## src/rtl/fetch_sequencer.sv

```systemverilog
// Instruction fetch stage: sequences ROM address/read strobes, assembles one- or two-byte
// instructions and hands them to the decoder over a valid/ready handshake.
module fetch_sequencer #(
    parameter logic [7:0] RESET_PC  = 8'd0,
    parameter logic [7:0] IMM_MASK  = 8'hE0,
    parameter logic [7:0] IMM_MATCH = 8'h20
) (
    input  logic       clk,
    input  logic       rst_n,
    input  logic       start,
    output logic [7:0] rom_addr,
    output logic       rom_set_addr,
    output logic       rom_en_data,
    input  logic [7:0] rom_data,
    input  logic [7:0] rom_noi,
    output logic       instr_valid,
    input  logic       instr_ready,
    output logic [7:0] instr_opcode,
    output logic [7:0] instr_imm,
    output logic [7:0] instr_pc,
    output logic       instr_two_byte,
    input  logic       jump_en,
    input  logic [7:0] jump_addr,
    output logic       busy,
    output logic       halted
);

    typedef enum logic [2:0] {
        StIdle,
        StCheck,
        StSetOp,
        StReadOp,
        StSetImm,
        StReadImm,
        StIssue,
        StHalt
    } state_e;

    state_e     state_q, state_d;
    logic [7:0] pc_q, pc_d;
    logic [7:0] rom_addr_d;
    logic [7:0] opcode_d, imm_d, ipc_d;
    logic       two_d;
    logic [8:0] pc_inc;
    logic [8:0] pc_step;
    logic       is_two;

    assign pc_inc  = {1'b0, pc_q} + 9'd1;
    assign pc_step = {1'b0, pc_q} + (instr_two_byte ? 9'd2 : 9'd1);
    assign is_two  = (rom_data & IMM_MASK) == IMM_MATCH;

    always_comb begin
        state_d  = state_q;
        pc_d     = pc_q;
        opcode_d = instr_opcode;
        imm_d    = instr_imm;
        ipc_d    = instr_pc;
        two_d    = instr_two_byte;

        case (state_q)
            StIdle: begin
                if (start) begin
                    pc_d    = RESET_PC;
                    state_d = StCheck;
                end
            end
            StCheck: begin
                if ({1'b0, pc_q} >= {1'b0, rom_noi}) begin
                    state_d = StHalt;
                end else begin
                    state_d = StSetOp;
                end
            end
            StSetOp: state_d = StReadOp;
            StReadOp: begin
                opcode_d = rom_data;
                ipc_d    = pc_q;
                two_d    = is_two;
                imm_d    = 8'h00;
                // A two-byte opcode in the last ROM slot issues with a zero immediate.
                if (is_two && (pc_inc < {1'b0, rom_noi})) begin
                    state_d = StSetImm;
                end else begin
                    state_d = StIssue;
                end
            end
            StSetImm: state_d = StReadImm;
            StReadImm: begin
                imm_d   = rom_data;
                state_d = StIssue;
            end
            StIssue: begin
                if (instr_ready) begin
                    pc_d    = pc_step[7:0];
                    state_d = StCheck;
                end
            end
            StHalt: begin
                if (start) begin
                    pc_d    = RESET_PC;
                    state_d = StCheck;
                end
            end
            default: state_d = StIdle;
        endcase

        // Redirect overrides every other transition, including an accepted issue.
        if (jump_en && (state_q != StIdle)) begin
            pc_d    = jump_addr;
            state_d = StCheck;
        end
    end

    always_comb begin
        rom_addr_d = rom_addr;
        if (state_d == StSetOp) begin
            rom_addr_d = pc_d;
        end else if (state_d == StSetImm) begin
            rom_addr_d = pc_inc[7:0];
        end
    end

    // Outputs are registered from the next state so they line up with state_q.
    always_ff @(posedge clk) begin
        if (!rst_n) begin
            state_q        <= StIdle;
            pc_q           <= RESET_PC;
            rom_addr       <= 8'h00;
            rom_set_addr   <= 1'b0;
            rom_en_data    <= 1'b0;
            instr_valid    <= 1'b0;
            instr_opcode   <= 8'h00;
            instr_imm      <= 8'h00;
            instr_pc       <= 8'h00;
            instr_two_byte <= 1'b0;
            busy           <= 1'b0;
            halted         <= 1'b0;
        end else begin
            state_q        <= state_d;
            pc_q           <= pc_d;
            rom_addr       <= rom_addr_d;
            rom_set_addr   <= (state_d == StSetOp) || (state_d == StSetImm);
            rom_en_data    <= (state_d == StReadOp) || (state_d == StReadImm);
            instr_valid    <= (state_d == StIssue);
            instr_opcode   <= opcode_d;
            instr_imm      <= imm_d;
            instr_pc       <= ipc_d;
            instr_two_byte <= two_d;
            busy           <= (state_d != StIdle) && (state_d != StHalt);
            halted         <= (state_d == StHalt);
        end
    end

endmodule

```

## config.mk

```make
export PLATFORM = sky130hd
export DESIGN_NAME = fetch_sequencer
export DESIGN_NICKNAME = d
export VERILOG_FILES = /design/src/rtl/fetch_sequencer.sv
export SDC_FILE = /design/constraint.sdc
export NUM_CORES = 1
export LEC_CHECK = 0
export ABC_AREA = 1
export CORE_MARGIN = 1.5
export CORE_UTILIZATION = 54
export DETAILED_ROUTE_END_ITERATION = 6
export PLACE_DENSITY = 0.94
export SETUP_SLACK_MARGIN = 0.5
export SLEW_MARGIN = 15
export SYNTH_ARGS = -nofsm -noshare
export SYNTH_HDL_FRONTEND = slang
export SYNTH_SLANG_ARGS = --single-unit
```

## constraint.sdc

```tcl
create_clock -name clk -period 7.9 [get_ports clk]
set_clock_uncertainty 0.2 [all_clocks]
set_input_delay 0.79 -clock clk [delete_from_list [all_inputs] [get_ports clk]]
set_output_delay 0.79 -clock clk [all_outputs]
set_load 0.05 [all_outputs]
```

==> impl_metrics.csv, run 1 <==
group,metric,value,unit
final_layout,diodes,0,
setup_path,slowest_stage,"dfxtp_1",
clocking,cts_tree,"built",
floorplan,placementRows,26,
final_layout,layout_common_cells,"clkdlybuf4s50_1 (66), nand2_1 (61), inv_1 (55), dfxtp_1 (49), nor2_1 (47)",
clocking,postCtsSetupBuffers,0,
clocking,cts_resized,0,
setup_path,crit_fanout,8,
route,dr.pass1.iters,4,
clocking,clkSinkCount,49,
grt,met3_usage,5.95,%
pwr,irDropWorstVdd,181,uV
clocking,cts-root-buf,"clkbuf_8",
placed_design,hpwl,5840,um
floorplan,die_h,75.8,um
grt,grt_max_degree,27,
sta,rsz0062_at_grt,"no",
clocking,cts_inserted_buffers,5,
clocking,h-tree-depth,2,
yosys,syn_avg_cell_area,7.11,sq um
yosys,synth_seq_area_share,34.3,%
route,drtIter0Drc,194,
pwr,p_total,1.20,mW
setup_path,cp_data_required_time,7.92,ns
clocking,cts.clk_slew.worst_paths,0.10,ns
grt,grt.total_usage,28.7,%
placed_design,gp_congestion,0.977,
pwr,p_per_area,330,mW/mm^2
setup_path,cp_common_cell,"nand2_1",
floorplan,initial_utilization,56.1,%
yosys,yosys.cell_types.count,39,
yosys,synth_edf_count,0,
route,ant_nets,0,
yosys,syn_inst,403,
final_layout,nets,512,
placed_design,portBuffers,66,
route,num_vias,2931,
route,avgViaCountPerCell,5.49,
yosys,synthFlopType,"dfxtp_1",
setup_path,worstSetupEndpointType,"flip-flop",
sta,fin_setup_tns,0,ns
floorplan,pin_count,67,
setup_path,critPathMaxStageDelay,0.48,ns
yosys,ys_warn_count,0,
final_layout,final_layout_size_suffix_gt1_share,6.47,%
yosys,ys_ff_latch,49,
setup_path,critPathLaunchType,"flip-flop",
grt,antenna_found_initial,0,
final_layout,final_common_cell,"clkdlybuf4s50_1",
setup_path,crit_type,"reg -> reg",
floorplan,core-area,0.00511,sq mm
final_layout,area_growth,27.2,%
grt,met1_usage,35.9,%
yosys,synth_nets,452,
yosys,synth_area,0.00286,sq mm
sta,drv_slew,0,
grt,met2_usage,47.8,%
grt,grt_pass1_vias,2804,
setup_path,crit_chain,"inv_1 > nor3_1 > nand2_1 > xnor2_1 > ha_1 > nand2_1 > inv_1 > nand2_1 > nand2_1 > nand2_1 > nand2_1 > nand2_1 > nand2_2 > inv_1 > nand3_4 > nand2_4 > nand3_1 > nand2_1 > nor2_1",
pwr,power_leakage,1.62,nW
floorplan,die_w,75.8,um
sta,worst_pin_slew,0.863,ns
clocking,clock_latency,0.31,ns
sta,hold_violations,0,
flow_run,drv_cap,0,
route,drc,0,
grt,top_usage_layer,"met2",
clocking,cts_hold_buf,0,
sta,period_share,42.0,%
min_path,min_path_type,"reg -> reg",
grt,grt_pass1_wl,12500,um
route,wirelength,7670,um
sta,setup_viol,0,
setup_path,worstPathArrival,3.34,ns
clocking,ctsLongestPathBuffers,2,
sta,finalCriticalPeriod,3.32,ns
yosys,ys_async_sr_fraction,0,%
sta,fmax,301,MHz
sta,slew_headroom,42.3,%
grt,gr-total-overflow,0,
route,wire_per_inst,14.4,um
floorplan,die-area,0.00575,sq mm
run_status,status,"finished clean",
cell families after synthesis:
group / synth area share [%]
buffers and inverters: 10.5
DFF: 34.3
AOI/OAI and AO/OA: 14.1
and+or+nand+nor: 30.3
xor gates and xnor gates: 1.83
adders and majority gates: 9.00
layout make-up:
class                   count  area, sq um
repair buffers             67          668
multi-input cells         279         1580
fillers                   410         1470
inverters                  61          229
well taps                  70         87.6
flip-flops and latches     49          981
clock buffers               5         68.8
clock inverters             3         26.3
per-stage QoR:
stage / utilization (%) / area [sq um] / setup WS (ns) / hold WS (ns) / instances
finish: 71.3 / 3640 / 4.58 / 0.281 / 534
global route: 71.3 / 3640 / 4.29 / 0.311 / 534
CTS: 71.3 / 3640 / 4.67 / 0.285 / 534
detailed placement: 69.5 / 3550 / 4.52 / 0.271 / 526
global placement: 69.5 / 3550 / 4.62 / 0.264 / 526
floorplan: - / 2860 / 5.27 / 0.296 / 403
worst max-delay path: cells and delay by family (launching register included):
| family | cells | cell delay [ns] |
|---|---|---|
| AND/OR/NAND/NOR | 14 | 1.57 |
| flip-flops | 1 | 0.48 |
| buffers and inverters | 3 | 0.38 |
| XOR/XNOR | 1 | 0.29 |
| adder cells (fa/ha/maj) | 1 | 0.29 |
worst paths after layout:
path / slack, ns / endpoint / start / depth (start not counted)
max: 4.58 / rom_addr[7] / pc_q[0] / 19
min: 0.28 / rom_addr[0] / rom_addr[0] / 2
max reg2reg: 4.58 / rom_addr[7] / pc_q[0] / 19
min reg2reg: 0.28 / rom_addr[0] / rom_addr[0] / 2
cell usage after synthesis (all sizes together), types with 3 or more instances:
master | instances | area share [%]
clkbuf | 10 | 1.3
nand3b | 3 | 0.79
nor2 | 52 | 7.8
a21oi | 34 | 6.3
nand3 | 40 | 7.9
buf | 4 | 1.2
o21ai | 31 | 5.4
nand4 | 8 | 2.5
ha | 19 | 8.3
o211ai | 3 | 0.79
nand2 | 66 | 9.4
nor3 | 5 | 0.87
xor2 | 5 | 1.5
inv | 60 | 7.9
dfxtp | 49 | 34
flip-flops by register name, summed over array words and instances (netlist names):
name / flops
instr_two_byte: 1
halted: 1
state_q: 3
pc_q: 8
rom_en_data: 1
instr_pc: 8
instr_imm: 8
instr_valid: 1
rom_set_addr: 1
busy: 1
rom_addr: 8
instr_opcode: 8
layer usage:
metal	wire length, um	vias to the layer above
met5	0	-
met2	3640	126
met1	3170	1345
met4	241	0
met3	614	24
li1	-	1436
power by group:
group	internal, mW	switching (mW)
Combinational	0.222	0.474
Clock	0.0645	0.0919
Sequential	0.298	0.0538
Total	0.584	0.620
Power figures use the tool's default switching activity.
==> run 2: changes to the inputs <==
--- a/config.mk
+++ b/config.mk
@@ -7,9 +7,9 @@
 export LEC_CHECK = 0
 export ABC_AREA = 1
 export CORE_MARGIN = 1.5
-export CORE_UTILIZATION = 54
+export CORE_UTILIZATION = 45
 export DETAILED_ROUTE_END_ITERATION = 6
-export PLACE_DENSITY = 0.94
+export PLACE_DENSITY = 0.84
 export SETUP_SLACK_MARGIN = 0.5
 export SLEW_MARGIN = 15
 export SYNTH_ARGS = -nofsm -noshare
==> constraint.sdc (replaced) <==
create_clock -name clk -period 2.9 [get_ports clk]
set_clock_uncertainty 0.2 [all_clocks]
set_input_delay 0.29 -clock clk [delete_from_list [all_inputs] [get_ports clk]]
set_output_delay 0.29 -clock clk [all_outputs]
set_load 0.05 [all_outputs]
==> run 2 against run 1 <==
Effect of this change:
- routed wire length grew 13%
- worst setup slack lost 4.4 ns
- first-iteration DRC count grew 39%
- cell count grew 5.2%
- critical endpoint is now rom_addr[3]
==> impl_metrics.csv, run 2 (synthesis gave the netlist of run 1 again) <==
group,metric,value,unit
run_status,status,"finished clean",
setup_path,worstPathArrival,2.76,ns
pwr,combPwrFrac,62.2,%
pwr,p_per_area,942,mW/mm^2
route,dr.pass1.iters,5,
sta,rsz0062_at_grt,"yes",
route,num_vias,3098,
clocking,cts_hold_buf,0,
pwr,irDropWorstVdd,598,uV
pwr,p_clk_share,12.6,%
clocking,cts_tree,"built",
sta,fmax,365,MHz
floorplan,placementRows,28,
setup_path,crit_type,"reg -> reg",
sta,worst_pin_slew,0.936,ns
sta,period_share,94.5,%
clocking,cts-root-buf,"clkbuf_8",
min_path,min_path_type,"reg -> reg",
setup_path,crit_path_start,"pc_q[0]",
final_layout,nets,535,
clocking,cts_inserted_buffers,5,
setup_path,critPathLaunchType,"flip-flop",
sta,slew_headroom,37.5,%
final_layout,final_layout_size_suffix_gt1_share,17.9,%
sta,drv_slew,0,
grt,grt.total_usage,25.9,%
grt,gr-total-overflow,0,
pwr,power_leakage,1.80,nW
setup_path,worstSetupEndpointType,"flip-flop",
grt,grt_pass1_wl,13400,um
clocking,h-tree-depth,2,
sta,hold_violations,0,
floorplan,initial_utilization,47.5,%
setup_path,cp_data_required_time,2.92,ns
clocking,clock_latency,0.31,ns
placed_design,place_ws,-0.0383,ns
clocking,ctsLongestPathBuffers,2,
floorplan,die-area,0.00685,sq mm
setup_path,timing.rr.start,"pc_q[0]",
clocking,clkSinkCount,49,
setup_path,crit_fanout,7,
placed_design,portBuffers,66,
floorplan,die_h,82.8,um
sta,timing.final.ws_setup,0.160,ns
final_layout,diodes,0,
floorplan,pin_count,67,
pwr,p_int,1.89,mW
placed_design,hpwl,5920,um
grt,grt_max_degree,26,
grt,antenna_found_initial,0,
floorplan,die_w,82.8,um
final_layout,layout_common_cells,"clkdlybuf4s50_1 (66), nand2_1 (57), inv_1 (48), nor2_1 (45), dfxtp_1 (43)",
pwr,p_total,3.81,mW
placed_design,gp_congestion,0.969,
final_layout,final_cell_count_no_fill,562,
route,avgViaCountPerCell,5.51,
flow_run,drv_cap,0,
floorplan,core-area,0.00603,sq mm
placed_design,dpl.cell_count,540,
pwr,switchingPower,1.93,mW
route,ant_nets,0,
final_layout,final_common_cell,"clkdlybuf4s50_1",
sta,finalCriticalPeriod,2.74,ns
sta,setup_viol,0,
final_layout,area_growth,41.3,%
route,wirelength,8690,um
route,wire_per_inst,15.5,um
pwr,switching_share,50.5,%
clocking,cts.clk_slew.worst_paths,0.10,ns
min_path,hp-start,"instr_imm[5]",
pwr,p_seq_share,25.3,%
route,drtIter0Drc,269,
route,drc,0,
grt,grt_pass1_vias,2862,
run 2: metal layers:
metal,part of all wire (%),track usage [%]
met1,40,32.0
met2,46,42.3
met3,10,7.54
met4,3.8,10.3
met5,0,0
run 2: layout make-up:
cell class | instances | area (sq um)
Clock buffer | 7 | 108
Timing Repair Buffer | 89 | 837
Multi-Input combinational cell | 280 | 1770
Inverter | 61 | 236
Clock inverter | 1 | 6.26
Sequential cell | 49 | 998
Fill cell | 486 | 1980
Tap cell | 75 | 93.8
run 2: final timing paths:
check | to | slack [ns] | cells past startpoint
worst min-delay path | instr_imm[5] | 0.28 | 2
worst max-delay path | rom_addr[3] | 0.16 | 20
worst min register to register | instr_imm[5] | 0.28 | 2
worst max register to register | rom_addr[3] | 0.16 | 20
run 2: power groups by stage:
stage | clock, mW | combinational, mW | sequential (mW)
global placement | 0 | 1.90 | 0.968
detailed placement | 0 | 1.94 | 0.970
CTS | 0.483 | 2.17 | 0.955
finish | 0.480 | 2.37 | 0.963
floorplan | 0 | 1.17 | 1.22
global route | 0.508 | 2.54 | 0.980
run 2: stage by stage:
step | instance area (sq um) | hold WS, ns | setup TNS [ns] | util, %
2_1_floorplan | 2900 | 0.225 | 0 | -
3_3_place_gp | 3650 | 0.263 | 0 | 60.5
3_5_place_dp | 3650 | 0.271 | -0.187 | 60.5
4_1_cts | 3960 | 0.284 | 0 | 65.6
5_1_grt | 4050 | 0.307 | 0 | 67.2
6_report | 4050 | 0.281 | 0 | 67.2
run 2: worst max-delay path, cell delays in order (launching register included):
cell     delay, ns
dfxtp_4       0.38
ha_4          0.18
inv_4         0.06
nor2_4        0.04
xor2_2        0.15
ha_1          0.32
nand2_1       0.06
nor2_1        0.08
nand2_1       0.06
nand2_1       0.06
nand2_1       0.05
nand2_1       0.08
nand2_1       0.07
nand2_1       0.08
nand2_2       0.07
nand2_4       0.15
nand4_4       0.20
nand2_1       0.17
nand3_2       0.08
nand2_1       0.07
inv_1         0.04
run 2: what timing repair did:
| action | CTS | global route |
|---|---|---|
| pin swaps | 4 | 10 |
| gates resized for setup | 25 | 18 |
| setup buffers | 11 | 2 |
| cloned | 1 | 0 |
| endpoints found under the setup margin | 14 | 17 |
==> run 3: changes to the inputs <==
--- a/config.mk
+++ b/config.mk
@@ -6,11 +6,9 @@
 export NUM_CORES = 1
 export LEC_CHECK = 0
 export ABC_AREA = 1
-export CORE_MARGIN = 1.5
 export CORE_UTILIZATION = 45
 export DETAILED_ROUTE_END_ITERATION = 6
 export PLACE_DENSITY = 0.84
-export SETUP_SLACK_MARGIN = 0.5
 export SLEW_MARGIN = 15
 export SYNTH_ARGS = -nofsm -noshare
 export SYNTH_HDL_FRONTEND = slang
==> constraint.sdc (replaced) <==
create_clock -name clk -period 2.2 [get_ports clk]
set_clock_uncertainty 0.2 [all_clocks]
set_input_delay 0.22 -clock clk [delete_from_list [all_inputs] [get_ports clk]]
set_output_delay 0.22 -clock clk [all_outputs]
set_load 0.05 [all_outputs]
==> run 3 against run 2 <==
Effect of this change:
- the flow now finishes with violations (negative setup slack)
- worst hold slack worse by 0.0025 ns
- via count up 10%
- largest cell class unchanged
- fmax down 4.9%
- largest power group unchanged
- worst setup slack worse by 0.84 ns
==> impl_metrics.csv, run 3 (synthesis gave the netlist of run 1 again) <==
group,metric,value,unit
floorplan,die_h,81.8,um
clocking,clkSinkCount,49,
sta,timing.final.ws_setup,-0.682,ns
clocking,cts.clk_slew.worst_paths,0.10,ns
grt,grt_pass1_wl,15200,um
grt,grt_pass1_vias,3338,
placed_design,gp_congestion,0.985,
sta,worst_pin_slew,0.519,ns
grt,gr-total-overflow,0,
final_layout,nets,600,
final_layout,final_layout_size_suffix_gt1_share,30.4,%
pwr,p_total,5.80,mW
sta,drv_slew,0,
grt,antenna_found_initial,0,
pwr,irDropWorstVdd,835,uV
final_layout,area_growth,61.5,%
clocking,clock_latency,0.31,ns
placed_design,portBuffers,66,
floorplan,initial_utilization,47.5,%
flow_run,drv_cap,0,
floorplan,placementRows,28,
pwr,p_per_area,1250,mW/mm^2
clocking,ctsLongestPathBuffers,2,
sta,hold_violations,0,
clocking,cts-root-buf,"clkbuf_8",
setup_path,crit_type,"reg -> reg",
route,avgViaCountPerCell,5.45,
floorplan,die_w,81.8,um
grt,grt.total_usage,29.8,%
grt,top_usage_layer,"met2",
grt,grt_max_degree,26,
setup_path,slowest_stage,"dfxtp_4",
floorplan,core-area,0.00603,sq mm
grt,met2_usage,50.0,%
sta,setup_viol,21,
placed_design,place_ws,-0.636,ns
sta,period_share,131,%
grt,met1_usage,33.5,%
placed_design,hpwl,6700,um
run_status,violations,"negative setup slack",
grt,met3_usage,7.22,%
run_status,status,"finished with violations",
sta,slew_headroom,65.3,%
route,wirelength,10100,um
clocking,cts_inserted_buffers,5,
setup_path,worstSetupEndpointType,"flip-flop",
route,dr.pass1.iters,5,
setup_path,crit_chain,"ha_4 > inv_2 > nor2_4 > nand2_1 > xor2_1 > ha_1 > nand2_1 > inv_1 > nand2_1 > nand2_1 > nand2_1 > nand2_1 > nand2_2 > nand2_4 > nand4_4 > buf_4 > nand3_1 > nand3_1 > nand2_1 > inv_1",
sta,fmax,347,MHz
setup_path,crit_fanout,8,
setup_path,critPathLaunchType,"flip-flop",
setup_path,worstPathArrival,2.90,ns
setup_path,cp_data_required_time,2.22,ns
floorplan,pin_count,67,
route,drc,0,
route,drtIter0Drc,255,
pwr,power_leakage,2.12,nW
final_layout,diodes,0,
final_layout,layout_common_cells,"buf_4 (77), clkdlybuf4s50_1 (65), nand2_1 (53), inv_1 (46), dfxtp_1 (43)",
min_path,min_path_type,"reg -> reg",
final_layout,final_common_cell,"buf_4",
setup_path,cp_common_cell,"nand2_1",
route,ant_nets,0,
sta,timing.hold.ws,0.278,ns
final_layout,fillers,403,
route,wire_per_inst,16.1,um
sta,finalCriticalPeriod,2.88,ns
clocking,h-tree-depth,2,
route,num_vias,3418,
setup_path,critPathMaxStageDelay,0.41,ns
clocking,cts_tree,"built",
sta,rsz0062_at_grt,"yes",
floorplan,die-area,0.00669,sq mm
run 3: cell types whose count changed in the layout (fill, tap and decap cells not counted), moves of 2 or more:
cell / delta
buf_6: +11
a21oi_1: -2
a21oi_2: +2
ha_4: +4
inv_1: -2
buf_4: +55
nand2_2: +6
ha_1: -5
nand2_1: -4
nor2_2: +2
nor2_1: -3
run 3: layout make-up:
cell class,count,area (sq um),area share [%]
Sequential cell,49,998,21.6
Inverter,61,241,5.22
Timing Repair Buffer,155,1380,29.8
Clock inverter,2,38.8,0.839
Multi-Input combinational cell,279,1800,39.0
Tap cell,75,93.8,2.03
Clock buffer,6,72.6,1.57
run 3: per-stage QoR:
| stage | std cells | utilization (%) | instance area [sq um] | setup TNS (ns) |
|---|---|---|---|---|
| floorplan | 403 | - | 2910 | -1.57 |
| global placement | 593 | 67.4 | 4060 | -6.88 |
| detailed placement | 593 | 67.4 | 4060 | -8.42 |
| CTS | 621 | 73.9 | 4450 | -5.49 |
| global route | 627 | 76.7 | 4620 | -10.63 |
| finish | 627 | 76.7 | 4620 | -8.70 |
run 3: worst max-delay path: cells and delay by family (launching register included):
kind	cells	cell delay [ns]
buffers and inverters	4	0.34
XOR/XNOR	1	0.17
flip-flops	1	0.41
adder cells (fa/ha/maj)	2	0.48
AND/OR/NAND/NOR	13	1.18
run 3: report_power, final:
| group | internal, mW | switching [mW] | leakage [nW] |
|---|---|---|---|
| Combinational | 1.66 | 2.24 | 1.67 |
| Clock | 0.342 | 0.315 | 0.0554 |
| Sequential | 1.08 | 0.166 | 0.402 |
run 3: layer usage:
layer,routed length [um],vias to the layer above
met5,0,-
met4,632,0
met3,798,65
met2,4750,194
met1,3920,1555
li1,-,1604
run 3: timing repair:
item | in CTS | in global routing
setup buffers | 20 | 8
gates resized for setup | 34 | 33
endpoints found under the hold margin | 0 | 0
hold buffers | 0 | 0
pin swaps | 14 | 12
endpoints found under the setup margin | 19 | 22
run 3: final timing paths:
path                                   from           to  slack (ns)  depth (start not counted)
worst max-delay path                pc_q[0]  rom_addr[2]       -0.68                         20
worst min-delay path            rom_addr[0]  rom_addr[0]        0.28                          2
worst min register to register  rom_addr[0]  rom_addr[0]        0.28                          2
worst max register to register      pc_q[0]  rom_addr[2]       -0.68                         20
